==> config.mk <==
export PLATFORM = sky130hd
export DESIGN_NAME = sd_cmd_serial_host_flat
export DESIGN_NICKNAME = d
export VERILOG_FILES = /design/src/rtl/sd_cmd_pkg.sv /design/src/rtl/sd_cmd_serial_host_if.sv /design/src/rtl/sd_crc7_serial.sv /design/src/rtl/sd_cmd_serial_host.sv /design/src/flat_wrapper.sv
export SDC_FILE = /design/constraint.sdc
export NUM_CORES = 1
export LEC_CHECK = 0
export CAP_MARGIN = 15
export CORE_MARGIN = 2
export CORE_UTILIZATION = 35
export CTS_BUF_LIST = sky130_fd_sc_hd__clkbuf_2 sky130_fd_sc_hd__clkbuf_4 sky130_fd_sc_hd__clkbuf_8
export DETAILED_ROUTE_END_ITERATION = 6
export GPL_TIMING_DRIVEN = 0
export SYNTH_ARGS = -nofsm -noshare
export SYNTH_HDL_FRONTEND = slang
export SYNTH_SLANG_ARGS = --single-unit
==> constraint.sdc <==
create_clock -name clk -period 2.2 [get_ports clk]
set_clock_uncertainty 0.15 [all_clocks]
set_input_delay 0.44 -clock clk [delete_from_list [all_inputs] [get_ports clk]]
set_output_delay 0.44 -clock clk [all_outputs]
set_load 0.1 [all_outputs]
==> src/rtl/sd_cmd_pkg.sv <==
// sd_cmd_pkg: shared types and constants for the SD command-line engine.
//   - state_t    : engine states
//   - RSP_*      : response-type encodings on rsp_type
//   - TOKEN_LEN_*: on-wire token lengths
//   - CRC7_POLY  : x^7 + x^3 + 1
//   - crc7_step  : one MSB-first CRC7 update
package sd_cmd_pkg;

  typedef enum logic [2:0] {
    IDLE     = 3'd0,
    TX       = 3'd1,
    TURN     = 3'd2,
    WAIT_RSP = 3'd3,
    RX       = 3'd4,
    DONE     = 3'd5
  } state_t;

  localparam logic [1:0] RSP_NONE = 2'b00;
  localparam logic [1:0] RSP_48   = 2'b01;
  localparam logic [1:0] RSP_136  = 2'b10;

  localparam int TOKEN_LEN_SHORT = 48;
  localparam int TOKEN_LEN_LONG  = 136;

  localparam logic [6:0] CRC7_POLY = 7'h09;

  function automatic logic [6:0] crc7_step(input logic [6:0] crc, input logic bit_in);
    logic fb;
    fb = bit_in ^ crc[6];
    return {crc[5:0], 1'b0} ^ (fb ? CRC7_POLY : 7'h00);
  endfunction

endpackage

==> src/rtl/sd_cmd_serial_host_if.sv <==
// sd_cmd_serial_host_if: host-side command bus of the SD command-line engine.
//   master: host (drives start, cmd_index, cmd_arg, rsp_type)
//   slave : engine (drives busy, done, rsp, timeout_err, crc_err)
interface sd_cmd_serial_host_if;
  logic         start;
  logic [5:0]   cmd_index;
  logic [31:0]  cmd_arg;
  logic [1:0]   rsp_type;
  logic         busy;
  logic         done;
  logic [127:0] rsp;
  logic         timeout_err;
  logic         crc_err;

  modport master (
    output start, cmd_index, cmd_arg, rsp_type,
    input  busy, done, rsp, timeout_err, crc_err
  );

  modport slave (
    input  start, cmd_index, cmd_arg, rsp_type,
    output busy, done, rsp, timeout_err, crc_err
  );
endinterface

==> src/rtl/sd_crc7_serial.sv <==
// sd_crc7_serial: bit-serial CRC7 (x^7 + x^3 + 1), MSB first.
//   clk, rst_n : SD clock, async active-low reset
//   clear      : synchronous clear to zero (wins over enable)
//   enable     : fold bit_in into the CRC this cycle
//   crc[6:0]   : current remainder
module sd_crc7_serial
  import sd_cmd_pkg::*;
(
  input  logic       clk,
  input  logic       rst_n,
  input  logic       clear,
  input  logic       enable,
  input  logic       bit_in,
  output logic [6:0] crc
);

  always_ff @(posedge clk or negedge rst_n) begin
    if (!rst_n) begin
      crc <= 7'h00;
    end else if (clear) begin
      crc <= 7'h00;
    end else if (enable) begin
      crc <= crc7_step(crc, bit_in);
    end
  end

endmodule

==> src/rtl/sd_cmd_serial_host.sv <==
// sd_cmd_serial_host: SD CMD-line engine on SD_CLK. Sends a 48-bit command
// token with generated CRC7, then optionally captures a 48/136-bit response.
//   clk, rst_n : SD_CLK from the divider, async active-low reset
//   host       : sd_cmd_serial_host_if.slave (request fields, status, rsp)
//   cmd_in     : CMD pad input
//   cmd_out    : CMD pad output value
//   cmd_oe     : CMD pad output enable
// Parameters: TIMEOUT (response start-bit wait), NCR_MIN (turnaround cycles).
// Build option: SD_RSP_CRC_CHECK_EN adds response CRC7 checking; without it
// crc_err is tied to 0.
//
// state    | meaning
// IDLE     | waiting for start
// TX       | driving the 48 token bits, cmd_out holds bit tx_cnt
// TURN     | line released for NCR_MIN cycles
// WAIT_RSP | looking for the response start bit
// RX       | shifting in the rest of the response
// DONE     | one-cycle done pulse, busy already low
module sd_cmd_serial_host
  import sd_cmd_pkg::*;
#(
  parameter int TIMEOUT = 64,
  parameter int NCR_MIN = 2
) (
  input  logic                 clk,
  input  logic                 rst_n,
  sd_cmd_serial_host_if.slave  host,
  input  logic                 cmd_in,
  output logic                 cmd_out,
  output logic                 cmd_oe
);

  localparam int WAIT_W = $clog2(TIMEOUT) + 1;
  localparam int TURN_W = $clog2(NCR_MIN) + 1;

  state_t              state;
  logic [5:0]          tx_cnt;
  logic [5:0]          tx_next;
  logic [38:0]         tx_sr;
  logic [1:0]          rsp_type_q;
  logic [TURN_W-1:0]   turn_cnt;
  logic [WAIT_W-1:0]   wait_cnt;
  logic [7:0]          rx_cnt;
  logic [6:0]          tx_crc;
  logic                tx_crc_clr;
  logic                tx_crc_en;
  logic                rsp_expected;

  assign tx_next      = tx_cnt - 6'd1;
  assign rsp_expected = (rsp_type_q == RSP_48) || (rsp_type_q == RSP_136);

  // The start bit (always 0) is not folded in: a zero bit on a cleared CRC
  // leaves it at zero, so feeding only bits 46..8 gives the same result.
  assign tx_crc_clr = (state == IDLE);
  assign tx_crc_en  = (state == TX) && (tx_cnt != 6'd0) && (tx_next >= 6'd8);

  sd_crc7_serial u_tx_crc (
    .clk    (clk),
    .rst_n  (rst_n),
    .clear  (tx_crc_clr),
    .enable (tx_crc_en),
    .bit_in (tx_sr[38]),
    .crc    (tx_crc)
  );

`ifdef SD_RSP_CRC_CHECK_EN
  // rx_cnt equals the token bit index being sampled, so one window covers
  // both lengths (bits 47..8 or 127..8, start bit skipped as on TX).
  logic [6:0] rx_crc;
  logic       rx_crc_en;

  assign rx_crc_en = (state == RX) && (rx_cnt >= 8'd8) && (rx_cnt <= 8'd127);

  sd_crc7_serial u_rx_crc (
    .clk    (clk),
    .rst_n  (rst_n),
    .clear  (tx_crc_clr),
    .enable (rx_crc_en),
    .bit_in (cmd_in),
    .crc    (rx_crc)
  );
`else
  assign host.crc_err = 1'b0;
`endif

  always_ff @(posedge clk or negedge rst_n) begin
    if (!rst_n) begin
      state            <= IDLE;
      cmd_out          <= 1'b1;
      cmd_oe           <= 1'b0;
      host.busy        <= 1'b0;
      host.done        <= 1'b0;
      host.rsp         <= '0;
      host.timeout_err <= 1'b0;
`ifdef SD_RSP_CRC_CHECK_EN
      host.crc_err     <= 1'b0;
`endif
      tx_cnt           <= '0;
      tx_sr            <= '0;
      rsp_type_q       <= RSP_NONE;
      turn_cnt         <= '0;
      wait_cnt         <= '0;
      rx_cnt           <= '0;
    end else begin
      host.done <= 1'b0;
      case (state)
        IDLE: begin
          if (host.start) begin
            tx_sr            <= {1'b1, host.cmd_index, host.cmd_arg};
            rsp_type_q       <= host.rsp_type;
            host.rsp         <= '0;
            host.timeout_err <= 1'b0;
`ifdef SD_RSP_CRC_CHECK_EN
            host.crc_err     <= 1'b0;
`endif
            cmd_out          <= 1'b0;
            cmd_oe           <= 1'b1;
            host.busy        <= 1'b1;
            tx_cnt           <= 6'd47;
            state            <= TX;
          end
        end

        TX: begin
          if (tx_cnt == 6'd0) begin
            cmd_oe  <= 1'b0;
            cmd_out <= 1'b1;
            if (rsp_expected) begin
              turn_cnt <= TURN_W'(NCR_MIN - 1);
              state    <= TURN;
            end else begin
              host.done <= 1'b1;
              host.busy <= 1'b0;
              state     <= DONE;
            end
          end else begin
            tx_cnt <= tx_next;
            if (tx_next >= 6'd8) begin
              cmd_out <= tx_sr[38];
              tx_sr   <= {tx_sr[37:0], 1'b0};
            end else if (tx_next != 6'd0) begin
              cmd_out <= tx_crc[3'(tx_next - 6'd1)];
            end else begin
              cmd_out <= 1'b1;
            end
          end
        end

        TURN: begin
          if (turn_cnt == '0) begin
            wait_cnt <= '0;
            state    <= WAIT_RSP;
          end else begin
            turn_cnt <= turn_cnt - TURN_W'(1);
          end
        end

        WAIT_RSP: begin
          if (!cmd_in) begin
            rx_cnt <= (rsp_type_q == RSP_136) ? 8'(TOKEN_LEN_LONG - 2)
                                              : 8'(TOKEN_LEN_SHORT - 2);
            state  <= RX;
          end else if (wait_cnt == WAIT_W'(TIMEOUT - 1)) begin
            host.timeout_err <= 1'b1;
            host.done        <= 1'b1;
            host.busy        <= 1'b0;
            state            <= DONE;
          end else begin
            wait_cnt <= wait_cnt + WAIT_W'(1);
          end
        end

        RX: begin
          host.rsp <= {host.rsp[126:0], cmd_in};
          if (rx_cnt == 8'd0) begin
`ifdef SD_RSP_CRC_CHECK_EN
            // rsp[6:0] already holds token bits 7..1; this cycle samples the end bit.
            host.crc_err <= (rx_crc != host.rsp[6:0]);
`endif
            host.done <= 1'b1;
            host.busy <= 1'b0;
            state     <= DONE;
          end else begin
            rx_cnt <= rx_cnt - 8'd1;
          end
        end

        DONE: begin
          state <= IDLE;
        end

        default: begin
          state <= IDLE;
        end
      endcase
    end
  end

endmodule

==> src/flat_wrapper.sv <==
// flat-port wrapper written by rule: the top's interface ports become plain ports
module sd_cmd_serial_host_flat import sd_cmd_pkg::*;
#(
  parameter int TIMEOUT = 64,
  parameter int NCR_MIN = 2
)
  (clk, rst_n, cmd_in, cmd_out, cmd_oe, host_start, host_cmd_index, host_cmd_arg, host_rsp_type, host_busy, host_done, host_rsp, host_timeout_err, host_crc_err);
  sd_cmd_serial_host_if host_i ();
  input  logic clk;
  input  logic rst_n;
  input  logic cmd_in;
  output logic cmd_out;
  output logic cmd_oe;
  input wire logic [$bits(host_i.start)-1:0] host_start;
  input wire logic [$bits(host_i.cmd_index)-1:0] host_cmd_index;
  input wire logic [$bits(host_i.cmd_arg)-1:0] host_cmd_arg;
  input wire logic [$bits(host_i.rsp_type)-1:0] host_rsp_type;
  output wire logic [$bits(host_i.busy)-1:0] host_busy;
  output wire logic [$bits(host_i.done)-1:0] host_done;
  output wire logic [$bits(host_i.rsp)-1:0] host_rsp;
  output wire logic [$bits(host_i.timeout_err)-1:0] host_timeout_err;
  output wire logic [$bits(host_i.crc_err)-1:0] host_crc_err;
  assign host_i.start = host_start;
  assign host_i.cmd_index = host_cmd_index;
  assign host_i.cmd_arg = host_cmd_arg;
  assign host_i.rsp_type = host_rsp_type;
  assign host_busy = host_i.busy;
  assign host_done = host_i.done;
  assign host_rsp = host_i.rsp;
  assign host_timeout_err = host_i.timeout_err;
  assign host_crc_err = host_i.crc_err;
  sd_cmd_serial_host #(.TIMEOUT(TIMEOUT), .NCR_MIN(NCR_MIN)) u_core (.clk(clk), .rst_n(rst_n), .host(host_i), .cmd_in(cmd_in), .cmd_out(cmd_out), .cmd_oe(cmd_oe));
endmodule
Word-level counts from Yosys, hierarchy flattened --
Cells that the tools add are included.
Word-level totals: word-level logic and storage cells 131, output and inout port bits 134, flip-flop bits (word level) 207, bits of input ports 44
Cells by class: reduce and logical (&&, ||, !) cells 29, equality and inequality tests 22, multiplexer cells 57, $add $sub $neg 5, $lt $le $gt $ge 2, bitwise logic cells 2
Operators by type and width (number):
- 128-bit case mux with 2 select lines | 1
- 128-bit two-way mux | 1
- 39-bit two-way mux | 3
- 39-bit case mux with 2 select lines | 1
- 7-bit two-way mux | 5
- 8-bit two-way mux | 3
- 3-bit two-way mux | 7
- 2-bit != test, second input constant | 10
- 1-bit two-way mux | 19
- 8-bit case mux with 2 select lines | 1
- 4-bit AND reduction | 4
- 3-bit case mux with 5 select lines | 1
- 7-bit case mux with 2 select lines | 1
- 2-bit nonzero test | 7
- 6-bit two-way mux | 2
- 6-bit case mux with 2 select lines | 1
- 6-bit nonzero test | 2
- 3-bit AND reduction | 3
- 8-bit zero test | 1
- 2-bit by 1-bit != test with 1-bit output, second input constant | 4
- 8-bit by 1-bit subtractor with 8-bit output, second input constant | 1
- 7-bit by 1-bit adder with 7-bit output, second input constant | 1
- 7-bit by 6-bit == test with 1-bit output, second input constant | 1
- 7-bit AND reduction | 1
- other kinds (28) | 36

Depth between registers and ports, before layout --
depth after elaboration 8, gate-level depth with buffers 9, gate-level depth less buffers 7

Modules after synthesis --
From an unflattened synthesis, not the netlist that was laid out.
Second synthesis, totals: cell total of the unflattened synthesis 974, area total of the unflattened synthesis 9171.3 sq um
By module, submodules not included:
- sd_cmd_serial_host | seq. area each 5006.1 sq um, instances 1, cells each 946, area an instance 8863.5 sq um
- sd_crc7_serial | seq. area each 175.2 sq um, instances 1, cells each 28, area an instance 307.8 sq um

Worst setup path after synthesis --
No wires, ideal clock.
path type register to register, start point register u_core.tx_cnt[0], end point register u_core.u_tx_crc.crc[4], required time 1.925 ns, slack -0.141 ns, stages on the path, launching flop included 8, data arrival time 2.066 ns, path buffers 0, path through dfrtp_1 inv_1 ha_1 nor2b_1 o2111ai_1 o31a_1 nand2_1 mux2_2
On the way: word-level cells in the longest chain between the ends 4, elaborated cells between the ends (all ways) 6, classes of those cells add/sub: 1; order compare: 1; reduce/logical: 4
RTL lines:
- start: declaration | line sd_cmd_serial_host.sv:37 | logic [5:0] tx_cnt;
- start signal: assignment | line sd_cmd_serial_host.sv:137 | tx_cnt <= tx_next;
- 6-bit by 1-bit subtractor with 6-bit output / 6-bit nonzero test (equally long branches) | line sd_cmd_serial_host.sv:49, sd_cmd_serial_host.sv:55
- 6-bit by 4-bit greater-or-equal comparator with 1-bit output / 1-bit logical AND (equally long branches) | line sd_cmd_serial_host.sv:55 | assign tx_crc_en = (state == TX) && (tx_cnt != 6'd0) && (tx_next >= 6'd8);
- 1-bit logical AND * | line sd_cmd_serial_host.sv:55
- 2-bit nonzero test (no source line) *
- end signal: assignment | line sd_crc7_serial.sv:23 | crc <= crc7_step(crc, bit_in);
- end: declaration | line sd_crc7_serial.sv:14 | output logic [6:0] crc
Mark *: on every way between the ends. The rest lies on a longest branch, timed or not. A chain may end at the register's enable or synchronous reset.

==> run_results.csv <==
group,metric,value,unit
place,preCtsSetupSlack,-0.699,ns
global_routing,grt_pass1_wl,40.4,mm
global_routing,grt_max_degree,81,
routing,via_count,7807,
critical_path,crit-reg2reg-capture,"u_core.turn_cnt[1]$_DFFE_PN0P_",
critical_path,critPathRequiredTime,2.47,ns
outcome,run_status,"complete, but fails checks",
outcome,failing_checks,"setup timing",
yosys,synth.cells.most_frequent,"nand2_1, dfrtp_1, nand3_1, clkbuf_1, o22ai_1",
global_routing,first_global_vias,7783,
clock_tree,cts_tree,"built",
yosys,synth.most_common_cell,"nand2_1",
yosys,synthDistinctLibCells,58,
routing,viasPerCell,5.06,
floorplanning,fp.coreArea,25200,µm²
sta,final_number_of_hold_violating_endpoints,0,
clock_tree,root_cell_of_the_clock_tree,"clkbuf_8",
global_routing,globalRouteTotalUtil,18.6,%
critical_path,crit_slowest_cell,"or4_4",
clock_tree,tritoncts.num_buffers,37,
routing,drt-met1-wl,11.2,mm
yosys,ys_dominant_reg_cell,"dfrtp_1",
critical_path,max_stage_delay,0.57,ns
floorplanning,io_pins,178,
clock_tree,clock_sink_count,207,
routing,first_pass_iters,7,
floorplanning,design.die.area,27000,µm²
critical_path,arrival,2.52,ns
final_layout,drive_gt1_share,28.3,%
sta,setup_slack,-0.0453,ns
floorplanning,initial_utilization,35.7,%
critical_path,crit-reg2reg-launch,"u_core.rx_cnt[5]$_DFFE_PN0P_",
yosys,synth_largest_area_cell,"dfrtp_1",
yosys,synth.yosys.warnings,0,
sta,timing_worst_slew_pin_value,0.609,ns
routing,initialDrtViolationCount,403,
routing,remaining_drc_errors,0,
yosys,syn-num-nets,1000,
routing,route.detailed.wl_per_inst,16.3,µm
yosys,syn_area,8990,µm²
critical_path,endpoint_kind,"register",
yosys,synth.top_cells.by_area,"dfrtp_1, nand2_1, nand3_1, a2bb2oi_1, o22ai_1",
critical_path,worst-setup-path-type,"reg -> reg",
yosys,postSynthRegisterBits,207,
place,place.detailed.hpwl,16.2,mm
sta,slew-limit-headroom,59.6,%
sta,post-route-period-util,102,%
routing,routed_wl_met3,2.02,mm
clock_tree,clkLatencyLatePin,0.54,ns
clock_tree,cts-root-to-sink-buffers,3,
clock_tree,clk_pin_slew_worst_paths,0.06,ns
floorplanning,floorplan.die.width,164,µm
critical_path,worst_r2r_path_depth,5,
place,globalplace.congestion,0.751,
global_routing,globalRouteOverflowTotal,0,
worst_hold_path,hp-class,"in -> async",
routing,detail-route-antenna-nets,0,
floorplanning,placement_rows,58,
sta,unrepaired_setup_endpoints_after_global_routing,"true",
routing,dr.max_layer_used,"met4",
final_layout,layout-area-overhead-vs-synth,43.5,%
global_routing,antenna_violations_before_repair,0,
yosys,postSynthAreaPerCell,9.49,µm²
clock_tree,htree_levels,2,
floorplanning,dieHeight,164,µm
job,drv.max_cap_violation_count,0,
routing,route.met2.wl,11.4,mm
sta,layout_min_cycle_time,2.25,ns
yosys,synth-seq-area-share,57.7,%
final_layout,post-route-cell-area,12900,µm²
yosys,postSynthCellCount,947,
critical_path,path_max_fanout,3,
place,placement.cell_area,11200,µm²
critical_path,worst-r2r-setup-slack,-0.05,ns
place,port_buffers,176,
yosys,synth-async-reset-ratio,100,%
critical_path,path_cells,"or4_4 -> o41ai_4 -> o211ai_2 -> or3_4 -> a22o_1",
yosys,synth-edff-count,0,
final_layout,antenna_cells,0,
critical_path,timing.critical_path.from_type,"register",
sta,final-setup-viol-count,2,
sta,fmax,445,MHz
yosys,synth_top_cell_area_share,57.4,%
final_layout,nNetsFinal,1241,
sta,drv_slew,0,
final_layout,post-route-util,51.2,%
routing,routed_wire_length,25.1,mm
## worst max-delay path by stage
stage,from,end,slack (ns),cells past startpoint
floorplan,u_core.rx_cnt[4]$_DFFE_PN0P_,u_core.turn_cnt[1]$_DFFE_PN0P_,-0.02,5
detailed placement,u_core.state[1]$_DFFE_PN0P_,u_core.host.rsp[115]$_DFFE_PN0P_,-0.70,7
CTS,u_core.rx_cnt[5]$_DFFE_PN0P_,u_core.turn_cnt[1]$_DFFE_PN0P_,-0.17,5
finish,u_core.rx_cnt[5]$_DFFE_PN0P_,u_core.turn_cnt[1]$_DFFE_PN0P_,-0.05,5
global route,u_core.rx_cnt[5]$_DFFE_PN0P_,u_core.rx_cnt[4]$_DFFE_PN0P_,-0.09,6
global placement,rst_n,u_core.tx_cnt[0]$_DFFE_PN0P_,-9.47,1
## critical path, delay by kind of cell, from the launching register on
family / cells / cell delay, ns
simple gates: 2 / 0.94
compound gates: 3 / 0.64
flops: 1 / 0.39
## sequential cells by signal (all words and copies together), names as in the netlist, 2 cells and up
signal and count:
u_core.wait_cnt 7, u_core.u_tx_crc.crc 7, u_core.tx_sr 39, u_core.rsp_type_q 2, u_core.state 3, u_core.rx_cnt 8, u_core.tx_cnt 6, u_core.turn_cnt 2
u_core.host.rsp 128
## stage by stage
step / TNS (ns) / hold slack, ns / std cells
floorplan: -0.0198 / -0.00559 / 947
global placement: -1867.57 / 0.323 / 1453
detailed placement: -86.58 / 0.228 / 1455
finish: -0.0617 / 0.258 / 1544
global route: -0.290 / 0.260 / 1544
CTS: -0.592 / 0.241 / 1536
## layout by cell type (no fill, tap or decap), types with 4 or more instances in the layout
cell type,Yosys,layout
inv_1,14,12
dfrtp_1,206,204
clkdlybuf4s50_1,0,42
clkbuf_4,0,18
a2bb2oi_2,0,25
and3_1,5,5
buf_2,13,13
clkbuf_8,0,49
mux2i_1,6,5
a21oi_1,14,14
o22ai_2,0,8
o21ai_0,18,16
nand2b_1,4,4
clkinv_2,0,4
clkbuf_2,0,13
buf_12,0,4
nand2_1,282,279
a2bb2oi_1,37,12
nor3_1,8,7
clkbuf_1,43,24
xor2_1,9,9
clkdlybuf4s15_2,0,131
o22ai_1,39,30
buf_4,3,20
nand3_1,131,131
ha_1,9,8
nor2_1,32,31
buf_6,0,7
a31oi_1,7,7
## routing by layer
layer	GRT usage, %	vias up
li1	-	3745
met1	24.5	3831
met2	28.2	193
met3	7.40	38
met4	5.26	0
met5	0	-
## cells by family after synthesis
| group | share of synthesized area, % |
|---|---|
| simple gates | 23.4 |
| flops | 57.7 |
| compound gates | 11.5 |
| buf+inv | 3.77 |
| xor+xnor | 1.17 |
| fa+ha+maj | 1.25 |
| mux | 1.17 |
| other cells | 0.0417 |
## timing repair
item                       in CTS  in global routing
cloned                          1                  1
hold buffers                    1                  0
hold endpoints to repair       51                  0
setup endpoints to repair     326                156
buffers inserted               14                 10
pin swaps                       8                 10
gates resized for setup       446                 87
## final cells by class
cell class	count	area, µm²
flip-flops and latches	207	5180
well taps	330	413
clock buffers	58	729
clock inverters	7	56.3
fillers	2315	12300
multi-input cells	657	3840
repair buffers	204	2230
plain buffers	67	390
inverters	14	52.6
Power is not shown: default switching activity piles up to over one toggle a cycle in this logic, so the estimate is an artifact.
